<file path="src/rtl/guard_cfg_seq.sv">
// Register-bus initiator for the AXI slave guard configuration port.
// Issues a configuration write burst, then services the guard irq.
module guard_cfg_seq #(
    parameter int RegAddrWidth  = 32,
    parameter int RegDataWidth  = 32,
    parameter int NumInitWrites = 4,
    parameter logic [RegAddrWidth-1:0] BaseAddr =
        RegAddrWidth'(32'h0),
    parameter logic [RegAddrWidth-1:0] StatusOffset =
        RegAddrWidth'(32'h10),
    parameter logic [RegAddrWidth-1:0] ClearOffset =
        RegAddrWidth'(32'h14),
    parameter int TimeoutCycles = 255,
    parameter int IrqHoldoff    = 2
) (
    input  logic clk_i,
    input  logic rst_i,
    input  logic start_i,
    input  logic [NumInitWrites*RegAddrWidth-1:0] init_addr_i,
    input  logic [NumInitWrites*RegDataWidth-1:0] init_data_i,
    input  logic irq_i,
    output logic [RegAddrWidth-1:0] reg_req_addr_o,
    output logic reg_req_write_o,
    output logic [RegDataWidth-1:0] reg_req_wdata_o,
    output logic [RegDataWidth/8-1:0] reg_req_wstrb_o,
    output logic reg_req_valid_o,
    input  logic [RegDataWidth-1:0] reg_rsp_rdata_i,
    input  logic reg_rsp_error_i,
    input  logic reg_rsp_ready_i,
    output logic busy_o,
    output logic cfg_done_o,
    output logic [RegDataWidth-1:0] status_o,
    output logic status_valid_o,
    output logic err_o,
    output logic [1:0] err_code_o
);

    localparam int AW = RegAddrWidth;
    localparam int DW = RegDataWidth;
    localparam int SW = RegDataWidth / 8;

    localparam int IW = (NumInitWrites > 1) ?
        $clog2(NumInitWrites) : 1;
    localparam int TW = $clog2(TimeoutCycles + 1);
    localparam int HW = (IrqHoldoff > 1) ?
        $clog2(IrqHoldoff) : 1;

    localparam logic [IW-1:0] IDX_LAST = IW'(NumInitWrites - 1);
    localparam logic [TW-1:0] TO_LAST = TW'(TimeoutCycles - 1);
    localparam logic [HW-1:0] HOLD_LAST =
        HW'((IrqHoldoff > 0) ? IrqHoldoff - 1 : 0);

    localparam logic [AW-1:0] STAT_ADDR = BaseAddr + StatusOffset;
    localparam logic [AW-1:0] CLR_ADDR = BaseAddr + ClearOffset;

    localparam logic [1:0] CODE_BUS = 2'd1;
    localparam logic [1:0] CODE_TO = 2'd2;

    typedef enum logic [2:0] {
        S_IDLE,
        S_INIT_WR,
        S_WAIT_IRQ,
        S_RD_STAT,
        S_WR_CLR,
        S_HOLD,
        S_ERR
    } state_t;

    state_t state;
    logic [IW-1:0] idx;
    logic [TW-1:0] tcnt;
    logic [HW-1:0] hcnt;

    logic [AW-1:0] init_addr [NumInitWrites];
    logic [DW-1:0] init_data [NumInitWrites];

    for (genvar k = 0; k < NumInitWrites; k++) begin : g_unpack
        assign init_addr[k] = init_addr_i[k*AW +: AW];
        assign init_data[k] = init_data_i[k*DW +: DW];
    end

    logic in_bus;
    logic done_xfer;
    logic stalled;

    assign in_bus = (state == S_INIT_WR) ||
                    (state == S_RD_STAT) ||
                    (state == S_WR_CLR);
    assign done_xfer = reg_req_valid_o && reg_rsp_ready_i;
    assign stalled = reg_req_valid_o && !reg_rsp_ready_i;

    assign busy_o = in_bus || (state == S_HOLD);

    always_ff @(posedge clk_i) begin
        if (rst_i) begin
            state           <= S_IDLE;
            idx             <= '0;
            tcnt            <= '0;
            hcnt            <= '0;
            reg_req_addr_o  <= '0;
            reg_req_write_o <= 1'b0;
            reg_req_wdata_o <= '0;
            reg_req_wstrb_o <= '0;
            reg_req_valid_o <= 1'b0;
            cfg_done_o      <= 1'b0;
            status_o        <= '0;
            status_valid_o  <= 1'b0;
            err_o           <= 1'b0;
            err_code_o      <= 2'd0;
        end else begin
            status_valid_o <= 1'b0;
            unique case (state)
                S_IDLE: begin
                    if (start_i) begin
                        state      <= S_INIT_WR;
                        idx        <= '0;
                        cfg_done_o <= 1'b0;
                    end
                end
                S_WAIT_IRQ: begin
                    if (start_i) begin
                        state      <= S_INIT_WR;
                        idx        <= '0;
                        cfg_done_o <= 1'b0;
                    end else if (irq_i) begin
                        state <= S_RD_STAT;
                    end
                end
                S_INIT_WR, S_RD_STAT, S_WR_CLR: begin
                    if (!reg_req_valid_o) begin
                        // idle gap done: launch this state's request
                        reg_req_valid_o <= 1'b1;
                        tcnt            <= '0;
                        unique case (1'b1)
                            state == S_INIT_WR: begin
                                reg_req_addr_o  <= init_addr[idx];
                                reg_req_write_o <= 1'b1;
                                reg_req_wdata_o <= init_data[idx];
                                reg_req_wstrb_o <= '1;
                            end
                            state == S_RD_STAT: begin
                                reg_req_addr_o  <= STAT_ADDR;
                                reg_req_write_o <= 1'b0;
                                reg_req_wdata_o <= '0;
                                reg_req_wstrb_o <= '0;
                            end
                            default: begin
                                reg_req_addr_o  <= CLR_ADDR;
                                reg_req_write_o <= 1'b1;
                                reg_req_wdata_o <= status_o;
                                reg_req_wstrb_o <= '1;
                            end
                        endcase
                    end else if (done_xfer) begin
                        reg_req_valid_o <= 1'b0;
                        tcnt            <= '0;
                        if (reg_rsp_error_i) begin
                            state      <= S_ERR;
                            err_o      <= 1'b1;
                            err_code_o <= CODE_BUS;
                        end else begin
                            unique case (1'b1)
                                state == S_INIT_WR: begin
                                    if (idx == IDX_LAST) begin
                                        cfg_done_o <= 1'b1;
                                        hcnt       <= '0;
                                        state      <= (IrqHoldoff > 0) ?
                                            S_HOLD : S_WAIT_IRQ;
                                    end else begin
                                        idx <= idx + 1'b1;
                                    end
                                end
                                state == S_RD_STAT: begin
                                    status_o       <= reg_rsp_rdata_i;
                                    status_valid_o <= 1'b1;
                                    state          <= S_WR_CLR;
                                end
                                default: begin
                                    hcnt  <= '0;
                                    state <= (IrqHoldoff > 0) ?
                                        S_HOLD : S_WAIT_IRQ;
                                end
                            endcase
                        end
                    end else if (stalled) begin
                        tcnt <= tcnt + 1'b1;
                        if (tcnt == TO_LAST) begin
                            // abandon the transfer
                            reg_req_valid_o <= 1'b0;
                            state           <= S_ERR;
                            err_o           <= 1'b1;
                            err_code_o      <= CODE_TO;
                        end
                    end
                end
                S_HOLD: begin
                    if (hcnt == HOLD_LAST) begin
                        hcnt  <= '0;
                        state <= S_WAIT_IRQ;
                    end else begin
                        hcnt <= hcnt + 1'b1;
                    end
                end
                S_ERR: begin
                    reg_req_valid_o <= 1'b0;
                end
                default: begin
                    state <= S_IDLE;
                end
            endcase
        end
    end

endmodule

</file>
<file path="config.mk">
export PLATFORM = sky130hd
export DESIGN_NAME = guard_cfg_seq
export DESIGN_NICKNAME = d
export VERILOG_FILES = /design/src/rtl/guard_cfg_seq.sv
export SDC_FILE = /design/constraint.sdc
export NUM_CORES = 1
export LEC_CHECK = 0
export CELL_PAD_IN_SITES_DETAIL_PLACEMENT = 1
export CELL_PAD_IN_SITES_GLOBAL_PLACEMENT = 1
export CORE_AREA = 2 2 156 158
export DETAILED_ROUTE_END_ITERATION = 16
export DIE_AREA = 0 0 158 160
export GPL_ROUTABILITY_DRIVEN = 1
export PLACE_DENSITY = 0.92
export RECOVER_POWER = 50
export SETUP_SLACK_MARGIN = 0.1
export SLEW_MARGIN = 10
export SYNTH_ARGS = -nofsm -noshare
export SYNTH_HDL_FRONTEND = slang
export SYNTH_SLANG_ARGS = --single-unit
</file>
<file path="constraint.sdc">
create_clock -name clk_i -period 3.5 [get_ports clk_i]
set_input_delay 0.525 -clock clk_i [delete_from_list [all_inputs] [get_ports clk_i]]
set_output_delay 0.525 -clock clk_i [all_outputs]
set_load 0.02 [all_outputs]
</file>
; ---- Word-level counts from Yosys, hierarchy flattened
; Cells that the tools add are included.
[totals]
word_cells = 132
out_inout_bits = 108
ram_bits = 0
romBits = 0
ff_bits = 121
memories = 0
inputBits = 294
latch_bits = 0
[classes]
mux = 60
multipliers = 0
addsub = 3
shift = 0
n_reduce_logical = 23
n_lt_le_gt_ge = 1
div_mod_pow = 0
bitwise_logic = 6
eq_ne = 25
[op_table]
columns = operator, n
row1 = binary-select mux 32 bit (select 2 bit), 2
row2 = two-way mux 32 bit, 4
row3 = one-hot mux 32 bit (2 select lines), 2
row4 = two-way mux 3 bit, 10
row5 = two-way mux 8 bit, 3
row6 = two-way mux 1 bit, 21
row7 = two-way mux 2 bit, 10
row8 = inequality test 2 bit (second input constant), 10
row9 = one-hot mux 3 bit (5 select lines), 1
row10 = AND reduction 7 bit, 2
row11 = inequality test 3 bit (second input constant), 4
row12 = AND reduction 5 bit, 2
row13 = nonzero test 2 bit, 5
row14 = equality test 3 bit (second input constant), 3
row15 = adder 8 x 1 -> 8 bit (second input constant), 1
row16 = equality test 8 bit (second input constant), 1
row17 = one-hot mux 1 bit (2 select lines), 4
row18 = AND reduction 8 bit, 1
row19 = equality test 3 x 2 -> 1 bit (second input constant), 2
row20 = one-hot mux 3 bit (2 select lines), 1
row21 = AND reduction 6 bit, 1
row22 = inequality test 5 bit (second input constant), 1
row23 = NOT 1 bit, 5
row24 = OR reduction 5 bit, 1
row25 = other kinds (17), 21

; ---- Logic depth before layout (Yosys ltp)
; Gate-level depths: netlist of the first run.
[depth]
ltp_word = 7
depth_mapped = 8

; ---- Least setup slack after synthesis of the first run
; No wires, ideal clock.
[synth_timing]
path_type = register -> register
from = register idx[0]
to = register reg_req_wdata_o[10]
path_buffers = 1
stages_incl_launch_ff = 5
setup_time_ns = 0.132
synth_period_minus_slack_ns = 1.758
t_required_ns = 3.368
slack_ns = 1.742
arrival_ns = 1.626
path_cell_list = dfxtp_1 -> clkbuf_1 -> mux4_2 -> a22oi_1 -> a21oi_1
[synth_between]
elab_chain_len = 5
[synth_rtl]
columns = item, line_no
row1 = "start, declared", 70  ; logic [IW-1:0] idx;
row2 = "start signal, assigned", 170  ; idx <= idx + 1'b1;
row3 = NOT 2 -> 3 bit (implied by the code), 138  ; reg_req_wdata_o <= init_data[idx];
row4 = binary-select mux 32 bit (select 2 bit), 138
row5 = two-way mux 32 bit (implied by the code) (2 in series), 138
row6 = one-hot mux 32 bit (2 select lines), 134  ; unique case (1'b1)
row7 = "end signal, assigned", 138
row8 = "end signal, assigned", 150  ; reg_req_wdata_o <= status_o;
row9 = "end, declared", 24  ; output logic [RegDataWidth-1:0] reg_req_wdata_o,
; Every way passes these cells. The select of a mux whose other input is x is not followed.
; A chain may end at the register's enable or synchronous reset.

; ---- Worst setup path in the final report of the first run
[layout_timing]
from = register state[2]
to = register reg_req_wdata_o[28]
[layout_between]
elab_chain_len = 3
word_cells_on_any_way = 6
classes_between = 3 x eq/ne / 1 x mux / 2 x reduce/logical
[layout_rtl]
columns = item, line_no
row1 = "start, declared", 69  ; state_t state;
row2 = "start signal, assigned", 167  ; state <= (IrqHoldoff > 0) ?
row3 = "start signal, assigned", 180  ; state <= (IrqHoldoff > 0) ?
row4 = "equality test 3 x 1 -> 1 bit, or another cell as far along", "112, 135"
row5 = OR reduction 3 bit, 112  ; unique case (state)
row6 = AND reduction 2 bit (no source line), -
; Several ways; a longest one is shown, not always the timed one.

==> summary.txt, run 1 <==
Synthesis
  – Post-synthesis register bit count: approximately 120
  – Largest cells by area after synthesis: dfxtp_1 (39%), mux4_2 (24%), a22oi_1 (7.8%)
  – Syn_nets: 899
  – Asr flop ratio synth: 0
  – Cell variety after synth: 42
  – Sequential fraction of the synthesis area: 0.394
  – Top-area cell type share of the netlist area: 0.394
  – Mapped Area: 5950 um^2
  – Syn Inst Count: 602
  – EDFF count, synth: 0
  – Ys flop type: dfxtp_1
  – Area leader, netlist: dfxtp_1
  – Syn Area/Cell: 9.88 um^2
  – Ys Warns: 0

STA
  – Pins Over Slew Limit: 0
  – Fin crit period: 2660 ps
  – Max-Slew Margin vs Limit: 0.199
  – Final period util: 0.761
  – Setup TNS: 0 ps
  – Final setup vio count: 0
  – Worst slew pin tran: between 1000 and 1500 ps
  – FMAX: 375 MHz
  – Hold slack: 455 ps
  – Fin. Hold Viols: 0
  – RSZ-0062 raised after global routing: false
  – Setup ws final: 836 ps
  – Setup Skew: 14.3 ps

Power and ir drop
  – Int Power: approximately 3.1 mW
  – Clock power share: 0.403
  – Comb pwr share: 0.252
  – Cell area power density: 400 nW/um^2
  – NetSw: 1.19 mW
  – Share of power burned in registers: 0.345
  – Final Power: about 4.3 mW
  – Switching share of power: 0.274
  – Leakage: 3.93 nW
  – Maximum vdd ir drop: approximately 0.22 mV

Place
  – Gpl congestion: 0.784
  – Pre-CTS setup slack: roughly 830 ps
  – Port-buffer cells: 401
  – Hpwl dp: 21600 um

Global route
  – Grt ovf: 0
  – Largest net degree at the start of global routing: between 80 and 90
  – Antenna violations before repair: 0
  – First-pass GRT wire length: 40300 um
  – GRT Util Overall: 0.210
  – Vias in the first global route: 7276

Clock network
  – Clock root cell: clkbuf_16
  – Cts hold-fix bufs: 0
  – Longest Clk Path Bufs: 2
  – CTS tree: done
  – Post-CTS sizing: 0
  – Sink Count: 117
  – Worst-skew pair later-pin latency: 400 ps
  – H-tree depth: 4
  – Total CTS buffers: 17
  – Reg clk slew, reported paths: 60 ps
  – Setup Buffers After CTS: 0

Cells and area
  – Leading cell type in the layout, fill and taps excluded: clkdlybuf4s50_1
  – Share of layout cells above drive strength 1: 0.117
  – Diode count: 0
  – Nets: approximately 1300
  – # fillers: between 2000 and 3000
  – Most frequent cells in the layout: clkdlybuf4s50_1 (302), dfxtp_1 (115), nand2_1 (105)
  – Layout area overhead: 82.0%
  – Final core occ: 0.455

Hold path
  – Hold Path Sink: err_code_o[0]
  – Hold Crit Class: flip-flop to flip-flop
  – Hold_sp: err_code_o[0]
  – Hold depth: 2

Worst setup path
  – R2R setup slack: 840 ps
  – CP Cell Sequence: nand2b_1 > o21ai_1 > nand2b_2 > buf_4 > a22oi_1 > a21oi_1
  – R2R Path Start: state[2]
  – Reg2Reg Depth: 6
  – CP Launch Type: flip-flop
  – Critical Path AT: 2900 ps
  – FF-to-FF End: reg_req_wdata_o[28]
  – Largest stage delay, worst path: 540 ps
  – CP max FO: 33
  – Crit path max-delay cell type: dfxtp_1
  – Worst Setup Path Type: flip-flop to flip-flop
  – CP Capture Type: flip-flop
  – Required @ worst endpoint: 3740 ps

Run
  – Max-capacitance violation count: 0

Run status
  – Outcome: completed

Floorplanning
  – Cell Rows: 57
  – Die span in x: 158 um
  – Die height: 160 um
  – Initial core utilization: 0.250
  – Die area: 25300 um^2
  – Core Area: 23800 um^2
  – # IOs: ~400

Detailed routing
  – Vias: 6506
  – DRC viols: 0
  – Routed length per placed instance: between 20 and 25 um
  – Final ANT Viol Nets: 0
  – Total Wirelength: 27200 um
  – Via-to-Cell Ratio: 4.97
  – First-pass DRT Iterations: 4
  – DR iter-0 viols: 247
[sequential cells by signal (all words and copies together), names as in the netlist]
name and count:
tcnt 8, reg_req_addr_o 32, idx 2, hcnt 1, reg_req_wdata_o 32, err_code_o 2, reg_req_valid_o 1, err_o 1
reg_req_wstrb_o 1, cfg_done_o 1, status_valid_o 1, status_o 32, state 3
[routing by layer]
| layer | routed length (um) | track usage | vias up |
|---|---|---|---|
| met1 | 9420 | 0.208 | 3186 |
| met2 | 14800 | 0.409 | 304 |
| li1 | - | - | 2974 |
| met4 | 791 | 0.0762 | 0 |
| met5 | 0 | 0 | - |
| met3 | 2110 | 0.0562 | 42 |
[per-stage QoR]
step,instances,cell area (um^2)
6_report,1310,10800
3_3_place_gp,1278,10200
5_1_grt,1310,10800
2_1_floorplan,602,5950
3_5_place_dp,1278,10200
4_1_cts,1310,10800
[final cells by class]
cell class | instances | area (um^2) | area share
timing repair buffer | 411 | 4120 | 0.381
clock inverter | 8 | 96.3 | 0.00890
clock buffer | 24 | 492 | 0.0454
sequential | 117 | 2350 | 0.217
inverter | 5 | 18.8 | 0.00173
multi-input combinational | 421 | 3350 | 0.309
tap | 324 | 405 | 0.0374
[kinds of logic (layout without fill, tap and decap cells)]
logic type      count (synthesis)  after routing  share of synthesized area
xor+xnor                        7              7                     0.0103
fa+ha+maj                       3              3                    0.00631
buf+inv                        64            448                     0.0473
flops                         117            117                      0.394
compound gates                159            159                      0.167
simple gates                  187            187                      0.132
mux                            65             65                      0.244
[synth_stat cells, types with 5 or more instances]
master,count
dfxtp_1,117
nand2_1,105
a21oi_1,76
mux4_2,64
a22oi_1,62
nor2_1,49
clkbuf_1,38
buf_2,14
nand4_1,6
nor3_1,6
nand2b_1,5
o21ai_0,5
[power by group through the flow]
stage          registers (mW)  clock network, mW  logic, mW
2_1_floorplan            1.60                  0      0.404
3_3_place_gp             1.52                  0       1.09
3_5_place_dp             1.53                  0       1.13
4_1_cts                  1.50               1.78       1.13
5_1_grt                  1.51               1.84       1.16
6_report                 1.50               1.75       1.09
[how the worst max path moves through the flow]
stage	start	endpoint	cells past startpoint
final	state[2]	reg_req_wdata_o[28]	6
after global routing	state[2]	reg_req_wdata_o[27]	6
after CTS	state[2]	reg_req_wdata_o[27]	6
after detailed placement	state[2]	reg_req_wdata_o[28]	6
after global placement	state[2]	reg_req_wdata_o[27]	6
after floorplan	idx[0]	reg_req_wdata_o[10]	4
[worst max-delay path: cells and delay by family, from the launching register on]
| kind | cells | cell delay (ps) |
|---|---|---|
| AOI/OAI and AO/OA | 3 | 760 |
| DFF | 1 | 540 |
| and+or+nand+nor | 2 | 710 |
| buffers and inverters | 1 | 440 |
Note: power is estimated with default switching activity, not from simulation.
==> run 2: changes to the inputs <==
--- a/config.mk
+++ b/config.mk
@@ -7,11 +7,11 @@
 export LEC_CHECK = 0
 export CELL_PAD_IN_SITES_DETAIL_PLACEMENT = 1
 export CELL_PAD_IN_SITES_GLOBAL_PLACEMENT = 1
-export CORE_AREA = 2 2 156 158
+export CORE_MARGIN = 2
+export CORE_UTILIZATION = 25
 export DETAILED_ROUTE_END_ITERATION = 16
-export DIE_AREA = 0 0 158 160
 export GPL_ROUTABILITY_DRIVEN = 1
-export PLACE_DENSITY = 0.92
+export PLACE_DENSITY = 0.91
 export RECOVER_POWER = 50
 export SETUP_SLACK_MARGIN = 0.1
 export SLEW_MARGIN = 10
==> constraint.sdc (replaced) <==
create_clock -name clk_i -period 2.8 [get_ports clk_i]
set_input_delay 0.42 -clock clk_i [delete_from_list [all_inputs] [get_ports clk_i]]
set_output_delay 0.42 -clock clk_i [all_outputs]
set_load 0.02 [all_outputs]
==> run 2 against run 1 <==
  * Sequential cell count did not move
  * Cell count rose by 0.15%
  * Critical endpoint is now reg_req_wdata_o[18]
  * Sequential power rose by 24%
  * Clock skew fell by 5.1 ps
==> summary.txt, run 2 (same netlist as run 1, synthesis figures left out) <==
Worst setup path
  – CP max FO: 30 (-9.1%)
  – Required @ worst endpoint: 3060 ps (-680 ps)
  – CP Capture Type: flip-flop
  – Critical Path AT: 2660 ps (-240 ps)
  – Worst Setup Path Type: flip-flop to flip-flop
  – CP Launch Type: flip-flop

Floorplanning
  – Die area: 25100 um^2 (-0.90%)
  – Core Area: 23400 um^2 (-1.8%)
  – # IOs: 402 (unchanged)
  – Initial core utilization: 0.254 (+0.00446)
  – Die span in x: 158 um (+0.18%)
  – Die height: 158 um (-1.1%)
  – Cell Rows: 56 (-1.8%)

Detailed routing
  – DRC viols: 0 (unchanged)
  – First-pass DRT Iterations: 6 (+2)
  – Vias: 6481 (-0.38%)
  – DR iter-0 viols: 280 (+13%)
  – Routed length per placed instance: 20.6 um (-0.77%)
  – Final ANT Viol Nets: 0 (unchanged)
  – Total Wirelength: 27000 um (-0.62%)
  – Via-to-Cell Ratio: 4.94 (-0.54%)

Cells and area
  – Most frequent cells in the layout: clkdlybuf4s50_1 (302), dfxtp_1 (115), nand2_1 (105)
  – Share of layout cells above drive strength 1: 0.119 (+0.00244)
  – Leading cell type in the layout, fill and taps excluded: clkdlybuf4s50_1
  – Leading registers by flop count: reg_req_addr_o: 32 flops, reg_req_wdata_o: 32 flops, status_o: 32 flops
  – Nets: 1276 (+0.47%)
  – Layout area overhead: 82.8%

Clock network
  – Longest Clk Path Bufs: 2 (unchanged)
  – H-tree depth: 4 (unchanged)
  – Reg clk slew, reported paths: 60 ps (about the same)
  – Setup Buffers After CTS: 0 (unchanged)
  – Sink Count: 117 (unchanged)
  – Clock root cell: clkbuf_16
  – Post-CTS sizing: 0 (unchanged)
  – Worst-skew pair later-pin latency: 400 ps (about the same)
  – Total CTS buffers: 17 (unchanged)
  – Cts hold-fix bufs: 0 (unchanged)
  – CTS tree: done

STA
  – Fin crit period: 2400 ps (-261 ps)
  – Max-Slew Margin vs Limit: 0.227 (+0.0281)
  – Fin. Hold Viols: 0 (unchanged)
  – RSZ-0062 raised after global routing: false
  – Setup TNS: 0 ps (unchanged)
  – Final setup vio count: 0 (unchanged)
  – Pins Over Slew Limit: 0 (unchanged)
  – Worst slew pin tran: 1160 ps (-42.2 ps)
  – Final period util: 0.858 (+0.0971)
  – Hold slack: 420 ps (-34.5 ps)
  – FMAX: 416 MHz (+11%)
  – Setup Skew: 9.15 ps (-5.11 ps)

Global route
  – Antenna violations before repair: 3 (+3)
  – Largest net degree at the start of global routing: 54 (-34%)
  – Grt ovf: 0 (unchanged)
  – GRT Util Overall: 0.208 (-0.00127)
  – Vias in the first global route: 7105 (-2.4%)
  – First-pass GRT wire length: 39400 um (-2.2%)

Hold path
  – Hold Crit Class: primary input to flip-flop

Place
  – Hpwl dp: 21300 um (-0.98%)
  – Port-buffer cells: 401 (unchanged)
  – Gpl congestion: 0.793 (+1.2%)

Power and ir drop
  – Cell area power density: 502 nW/um^2 (+26%)
  – Leakage: 3.95 nW (+0.67%)
  – Maximum vdd ir drop: 0.287 mV (+29%)

Run status
  – Outcome: completed

Run
  – Max-capacitance violation count: 0 (unchanged)
## run 2: critical path, stage by stage, from the launching register on
cell	delay, ps
dfxtp_2	1090
buf_12	310
mux4_2	540
a22oi_1	180
a21oi_1	100
## run 2: path summary, 6_finish.rpt
check / slack [ps] / from / endpoint / depth (start not counted)
worst max register to register: 400 / idx[0] / reg_req_wdata_o[18] / 4
worst max-delay path: 400 / idx[0] / reg_req_wdata_o[18] / 4
worst min-delay path: 420 / rst_i / reg_req_wdata_o[19] / 2
worst min register to register: 450 / err_o / err_o / 2
## run 2: layout make-up
type / count / area, um^2
antenna: 2 / 5.00
clock buffer: 22 / 464
clock inverter: 9 / 126
fill: 2601 / 12500
inverter: 5 / 18.8
multi-input combinational: 421 / 3340
sequential: 117 / 2350
tap: 319 / 399
timing repair buffer: 417 / 4180
## run 2: stage by stage
stage / setup WS [ps] / util / total power [mW] / cell area, um^2 / cells
floorplan: 1040 / - / 2.51 / 5950 / 602
global placement: 598 / 0.440 / 3.27 / 10300 / 1279
detailed placement: 546 / 0.440 / 3.33 / 10300 / 1279
CTS: 466 / 0.465 / 5.57 / 10900 / 1310
global route: 187 / 0.465 / 5.70 / 10900 / 1310
finish: 397 / 0.465 / 5.46 / 10900 / 1312
## run 2: report_power, final
| part | switching, mW | internal (mW) | leakage [nW] |
|---|---|---|---|
| sequential | 0.0813 | 1.78 | 0.951 |
| combinational | 0.632 | 0.752 | 2.72 |
| clock | 0.776 | 1.44 | 0.286 |
## run 2: metal layers
layer / up-vias / GRT usage / wire length (um)
met5: - / 0 / 12
met4: 2 / 0.0635 / 612
met3: 35 / 0.0572 / 2020
met2: 302 / 0.399 / 14500
met1: 3155 / 0.221 / 9830
li1: 2987 / - / -
==> run 3: changes to the inputs <==
--- a/config.mk
+++ b/config.mk
@@ -9,12 +9,12 @@
 export CELL_PAD_IN_SITES_GLOBAL_PLACEMENT = 1
 export CORE_MARGIN = 2
 export CORE_UTILIZATION = 25
+export CTS_CLUSTER_SIZE = 24
 export DETAILED_ROUTE_END_ITERATION = 16
 export GPL_ROUTABILITY_DRIVEN = 1
 export PLACE_DENSITY = 0.91
 export RECOVER_POWER = 50
 export SETUP_SLACK_MARGIN = 0.1
-export SLEW_MARGIN = 10
 export SYNTH_ARGS = -nofsm -noshare
 export SYNTH_HDL_FRONTEND = slang
 export SYNTH_SLANG_ARGS = --single-unit
==> results of run 3 <==
Same layout as run 2: the final DEF is identical, and so are final timing and power.
